==> src/rtl/cr16_datapath.sv <==
// cr16_datapath: CompactRISC16 execution datapath.
// 16 x 16-bit register file, immediate/register operand mux, combinational
// ALU and a registered {N,Z,F,L,C} flag word.
// Optional build macro: CR16_R0_ZERO_EN hardwires r0 to zero (reads 0, writes ignored).
module cr16_datapath #(
    parameter int DATA_WIDTH = 16,
    parameter int NUM_REGS   = 16,
    parameter int SEL_WIDTH  = 4
) (
    input  logic                  I_CLK,
    input  logic                  I_NRESET,
    input  logic                  I_ENABLE,
    input  logic [NUM_REGS-1:0]   I_REG_ENABLE,
    input  logic [3:0]            I_OPCODE,
    input  logic [SEL_WIDTH-1:0]  I_READ_PORT_A_SEL,
    input  logic [SEL_WIDTH-1:0]  I_READ_PORT_B_SEL,
    input  logic [DATA_WIDTH-1:0] I_IMMEDIATE,
    input  logic                  I_IMM_SEL,
    output logic [DATA_WIDTH-1:0] O_WRITE_PORT,
    output logic [4:0]            O_FLAGS
);

    typedef enum logic [3:0] {
        OP_ADD  = 4'h0,
        OP_ADDC = 4'h1,
        OP_SUB  = 4'h2,
        OP_SUBC = 4'h3,
        OP_CMP  = 4'h4,
        OP_AND  = 4'h5,
        OP_OR   = 4'h6,
        OP_XOR  = 4'h7,
        OP_NOT  = 4'h8,
        OP_MOV  = 4'h9,
        OP_LSH  = 4'hA,
        OP_ARSH = 4'hB,
        OP_LUI  = 4'hC
    } opcode_e;

    localparam int MSB  = DATA_WIDTH - 1;
    localparam int SHW  = $clog2(DATA_WIDTH);
    localparam int HALF = DATA_WIDTH / 2;

    logic [DATA_WIDTH-1:0] regs_q [NUM_REGS];
    logic [DATA_WIDTH-1:0] regs_d [NUM_REGS];
    logic [4:0]            flags_q, flags_d;

    logic [DATA_WIDTH-1:0] op_a, op_b, result;
    logic [DATA_WIDTH:0]   ext;          // sum/difference with carry/borrow in the top bit
    logic [SHW-1:0]        shamt, shamt_neg;
    logic                  cin_eff, lt_u, lt_s, ovf;
    logic [4:0]            alu_flags;
    logic                  flag_wr;

    // Operand selection: register reads are combinational and see pre-edge contents.
    always_comb begin
        op_a = regs_q[I_READ_PORT_A_SEL];
        op_b = I_IMM_SEL ? I_IMMEDIATE : regs_q[I_READ_PORT_B_SEL];
    end

    // ALU: result for every opcode plus the candidate flag word for arith/CMP.
    always_comb begin
        // NOTE: every output of this block gets a default first so no path infers a latch.
        result    = '0;
        ext       = '0;
        ovf       = 1'b0;
        alu_flags = flags_q;
        flag_wr   = 1'b0;
        cin_eff   = flags_q[0] & ((I_OPCODE == OP_ADDC) || (I_OPCODE == OP_SUBC));
        lt_u      = op_a < op_b;
        lt_s      = $signed(op_a) < $signed(op_b);
        shamt     = op_b[SHW-1:0];
        shamt_neg = -shamt;
        case (I_OPCODE)
            OP_ADD, OP_ADDC: begin
                ext       = {1'b0, op_a} + {1'b0, op_b} + {{DATA_WIDTH{1'b0}}, cin_eff};
                result    = ext[MSB:0];
                ovf       = (op_a[MSB] == op_b[MSB]) && (result[MSB] != op_a[MSB]);
                alu_flags = {result[MSB], ~|result, ovf, lt_u, ext[DATA_WIDTH]};
                flag_wr   = 1'b1;
            end
            OP_SUB, OP_SUBC, OP_CMP: begin
                // CMP keeps A on the write port but takes its flags from A-B.
                ext       = {1'b0, op_a} - {1'b0, op_b} - {{DATA_WIDTH{1'b0}}, cin_eff};
                ovf       = (op_a[MSB] != op_b[MSB]) && (ext[MSB] != op_a[MSB]);
                result    = (I_OPCODE == OP_CMP) ? op_a : ext[MSB:0];
                alu_flags = {lt_s, ~|ext[MSB:0], ovf, lt_u, ext[DATA_WIDTH]};
                flag_wr   = 1'b1;
            end
            OP_AND:  result = op_a & op_b;
            OP_OR:   result = op_a | op_b;
            OP_XOR:  result = op_a ^ op_b;
            OP_NOT:  result = ~op_a;
            OP_MOV:  result = op_b;
            // Negative B (sign bit set) shifts right by the two's-complement magnitude.
            OP_LSH:  result = op_b[MSB] ? (op_a >> shamt_neg) : (op_a << shamt);
            OP_ARSH: result = $unsigned($signed(op_a) >>> shamt);
            OP_LUI:  result = {op_b[HALF-1:0], {HALF{1'b0}}};
            default: result = '0;
        endcase
    end

    // Next-state: enabled registers load the ALU result; flags load on arith/CMP only.
    always_comb begin
        for (int i = 0; i < NUM_REGS; i++) begin
            regs_d[i] = (I_ENABLE && I_REG_ENABLE[i]) ? result : regs_q[i];
        end
`ifdef CR16_R0_ZERO_EN
        regs_d[0] = '0;
`endif
        flags_d = (I_ENABLE && flag_wr) ? alu_flags : flags_q;
    end

    // State registers with asynchronous active-low clear.
    always_ff @(posedge I_CLK or negedge I_NRESET) begin
        // NOTE: the register file is built from flops, not a RAM macro, so it takes the async clear like any other state.
        if (!I_NRESET) begin
            for (int i = 0; i < NUM_REGS; i++) begin
                regs_q[i] <= '0;
            end
            flags_q <= '0;
        end else begin
            // NOTE: non-blocking so every flop samples pre-edge values and same-cycle reads see the old data.
            for (int i = 0; i < NUM_REGS; i++) begin
                regs_q[i] <= regs_d[i];
            end
            flags_q <= flags_d;
        end
    end

    assign O_WRITE_PORT = result;
    assign O_FLAGS      = flags_q;

endmodule

==> config.mk <==
export PLATFORM = sky130hd
export DESIGN_NAME = cr16_datapath
export DESIGN_NICKNAME = d
export VERILOG_FILES = /design/src/rtl/cr16_datapath.sv
export SDC_FILE = /design/constraint.sdc
export NUM_CORES = 1
export LEC_CHECK = 0
export BUFFER_PORTS_ARGS = -buffer_cell sky130_fd_sc_hd__buf_2
export CORE_ASPECT_RATIO = 0.9
export CORE_MARGIN = 2
export CORE_UTILIZATION = 35
export CTS_CLUSTER_SIZE = 40
export DETAILED_ROUTE_END_ITERATION = 12
export PLACE_DENSITY = 0.5
export SLEW_MARGIN = 20
export SYNTH_ARGS = -nofsm -noshare
export SYNTH_HDL_FRONTEND = slang
export SYNTH_SLANG_ARGS = --single-unit
==> constraint.sdc <==
create_clock -name I_CLK -period 16.31 [get_ports I_CLK]
set_input_delay 2.4465 -clock I_CLK [delete_from_list [all_inputs] [get_ports I_CLK]]
set_output_delay 2.4465 -clock I_CLK [all_outputs]
set_load 0.02 [all_outputs]
==> flow_metrics.py <==
metrics = {
    "cts": {
        "clockRootBuffer": "clkbuf_16",
        "post-cts-setup-buffers": 0,
        "clockBufferDepth": 3,
        "cts_tree": "built",
        "post_cts_resized": 0,
        "cts.sinks": 261,
        "ctsHoldBuffers": 0,
        "insertion_delay_ps": 540,
        "cts_inserted_buffers": 34,
        "h-tree-depth": 2,
        "clk_pin_slew_ps": 50,
    },
    "cells_and_area": {
        "most-common-layout-cells": "nand2_1 (359), dfrtp_1 (261), o21ai_0 (257)",
        "antenna_cells": 0,
        "regArea_sq_um": 6530,
        "fin_area_sq_um": 21300,
        "fin_nets": 2101,
        "final_common_cell": "nand2_1",
        "multi_input_area_sq_um": 11700,
        "drive_above_1_share": 0.189,
        "nFillCells": 5425,
        "area_delta_synth_final_pct": 10.0,
    },
    "yosys": {
        "synthFlopType": "dfrtp_1",
        "synth_cell_types": 90,
        "synth_edf_count": 0,
        "synthesis.area_sq_um": 19300,
        "yosysSeqAreaShare": 0.338,
        "yosys_warnings": 0,
        "ys_ff_latch": 261,
        "synth_nets": 2111,
        "synth_async_sr_flop_share": 1.00,
        "synth.avg_cell_area_sq_um": 9.77,
        "syn_inst": 1980,
    },
    "sta": {
        "setup_viol": 0,
        "slew_viol_final": 0,
        "fmax_ghz": 0.0897,
        "tightest_slew_ps": 1080,
        "slew_headroom": 0.277,
        "finalCritPeriodShare": 0.683,
        "fin_ws_ps": 5160,
        "hold_viol": 0,
        "fin_tns_setup_ps": 0,
        "post-route-min-period_ps": 11150,
        "whs_ps": 486,
        "grt_setup_unrepaired": "false",
        "skew_ps": 22.5,
    },
    "die": {
        "die_y_microns": 227,
        "dieArea_sq_um": 57200,
        "core_area_sq_um": 54500,
        "initial_core_util": 0.355,
        "die_w_microns": 252,
        "ios": 69,
        "rows": 81,
    },
    "setup_path": {
        "max_stage_delay_ps": 760,
        "end_kind": "primary output",
        "crit_chain": "buf_4 > buf_4 > mux4_2 > mux2_2 > o21ai_4 > buf_4 > inv_2 > ha_1 > a21oi_1 > a21oi_1 > o211ai_1 > nand3_1 > o211ai_1 > mux2_2 > a211oi_1 > a211oi_4 > inv_1 > buf_2",
        "critical-path-top-delay-family": "buffers and inverters",
        "worst-path-buf-inv": 6,
        "cp_max_fo": 35,
        "path_class": "in2out",
        "worstPathArrival_ps": 8700,
        "crit_top_cell": "buf_4",
        "critPathLaunchType": "input pin",
        "required_ps": 13860,
        "crit_slowest_cell": "a211oi_1",
    },
    "grt": {
        "grt_pass1_vias": 15800,
        "grt_first_pass_wirelength_mm": 105,
        "grt_max_degree": 142,
        "grt.total_usage": 0.246,
        "antenna_found_initial": 1,
        "grt_overflow": 0,
    },
    "route": {
        "vias": 16200,
        "wl_per_cell_microns": 25.9,
        "post_drt_via_cell_ratio": 6.01,
        "wirelength_mm": 69.8,
        "ant_nets": 0,
        "drc": 0,
        "first_pass_iters": 6,
        "drt-initial-drc-count": 1594,
    },
    "hold_path": {
        "hp-class": "reg2reg",
    },
    "placed_design": {
        "post-place-ws_ps": 5110,
        "place_hpwl_mm": 47.3,
        "io_buffers": 68,
        "post_dp_cell_area_sq_um": 20200,
        "gp_congestion": 0.999,
    },
    "pwr": {
        "vdd_drop_max_mv": 0.0768,
        "power_density_nw_per_um2": 198,
        "fin_total_pwr_uw": 4210,
        "leakage_uw": 0.00916,
    },
    "run_status": {
        "status": "finished clean",
    },
    "flow_run": {
        "drv_cap": 0,
    },
}
## path summary, 6_finish.rpt
check / start / endpoint / slack, ps / depth (start not counted)
min in group asynchronous: I_NRESET / regs_q[88] / 1970 / 1
max: I_READ_PORT_B_SEL[0] / O_WRITE_PORT[15] / 5160 / 18
max in group asynchronous: I_NRESET / regs_q[255] / 13000 / 2
max reg2reg: regs_q[112] / regs_q[158] / 10690 / 16
min: O_FLAGS[1] / O_FLAGS[1] / 490 / 2
min reg2reg: O_FLAGS[1] / O_FLAGS[1] / 490 / 2
## logic make-up after synthesis
group	after synthesis	share of synthesized area
flops	261	0.338
buf+inv	249	0.0571
xor+xnor	23	0.0104
compound gates	531	0.169
simple gates	571	0.132
mux	262	0.239
fa+ha+maj	83	0.0552
## area by class of cell
cell class	instances	share of cell area
clock buffer	49	0.0460
inverter	90	0.0159
timing repair buffer	113	0.0333
tap	705	0.0414
clock inverter	9	0.00494
multi-input combinational	1470	0.552
sequential	261	0.307
## Yosys cell counts, types with 6 or more instances
| library cell | instances | area share |
|---|---|---|
| nand2_1 | 359 | 0.070 |
| nor2_1 | 77 | 0.015 |
| o21ai_1 | 53 | 0.014 |
| and3_1 | 6 | 0.0019 |
| mux2_2 | 14 | 0.0082 |
| inv_1 | 85 | 0.016 |
| or2_2 | 6 | 0.0019 |
| nand3_1 | 23 | 0.0060 |
| a2111oi_0 | 8 | 0.0036 |
| buf_1 | 6 | 0.0012 |
| or3_1 | 7 | 0.0023 |
| clkbuf_1 | 91 | 0.018 |
| a211oi_1 | 13 | 0.0050 |
| ha_1 | 79 | 0.051 |
| o221ai_1 | 12 | 0.0054 |
| a211oi_2 | 7 | 0.0045 |
| nand2b_1 | 7 | 0.0023 |
| buf_6 | 8 | 0.0047 |
| nor3_2 | 6 | 0.0031 |
| dfrtp_1 | 261 | 0.34 |
| buf_4 | 13 | 0.0050 |
| a21o_1 | 9 | 0.0035 |
| nor2b_1 | 12 | 0.0039 |
| o31ai_1 | 9 | 0.0035 |
| a22oi_1 | 11 | 0.0043 |
| o22ai_1 | 15 | 0.0049 |
| a31oi_1 | 11 | 0.0036 |
| buf_2 | 40 | 0.010 |
| o21a_1 | 10 | 0.0039 |
| nor4_1 | 9 | 0.0029 |
| nor3_1 | 27 | 0.0070 |
| a21oi_1 | 49 | 0.013 |
| xnor2_1 | 19 | 0.0086 |
| a221o_1 | 6 | 0.0031 |
| o211ai_1 | 9 | 0.0035 |
| mux4_2 | 155 | 0.18 |
| mux2i_1 | 87 | 0.045 |
| o21ai_0 | 257 | 0.066 |
## state kept, by name, indices dropped and copies added (netlist names)
| register | flops |
|---|---|
| regs_q | 256 |
| O_FLAGS | 5 |
## where the power goes
group          internal (uW)  switching, uW  leakage, uW  total, uW
Clock                    448            289     0.000531        736
Combinational            920           1410      0.00526       2330
Sequential               923            215      0.00337       1140
## stage by stage
stage               cells  utilization
detailed placement   2639        0.370
CTS                  2697        0.390
finish               2697        0.390
global route         2697        0.390
global placement     2639        0.370
floorplan            1980            -
## tightest hold or removal path, stage by stage, from the launching register on
cell and delay, ps:
dfrtp_1 340, nand2_1 50, o41ai_1 60
## metal layers
layer  global-route usage  part of all wire  vias to the layer above  wire length (microns)
met5                    0                 0                        -                      0
met4               0.0903             0.037                        0                   2570
met3               0.0354             0.062                      143                   4350
met2                0.382              0.44                      640                  31000
met1                0.352              0.46                     8191                  31800
li1                     -                 -                     7247                      -
Note: power is estimated with default switching activity, not from simulation.
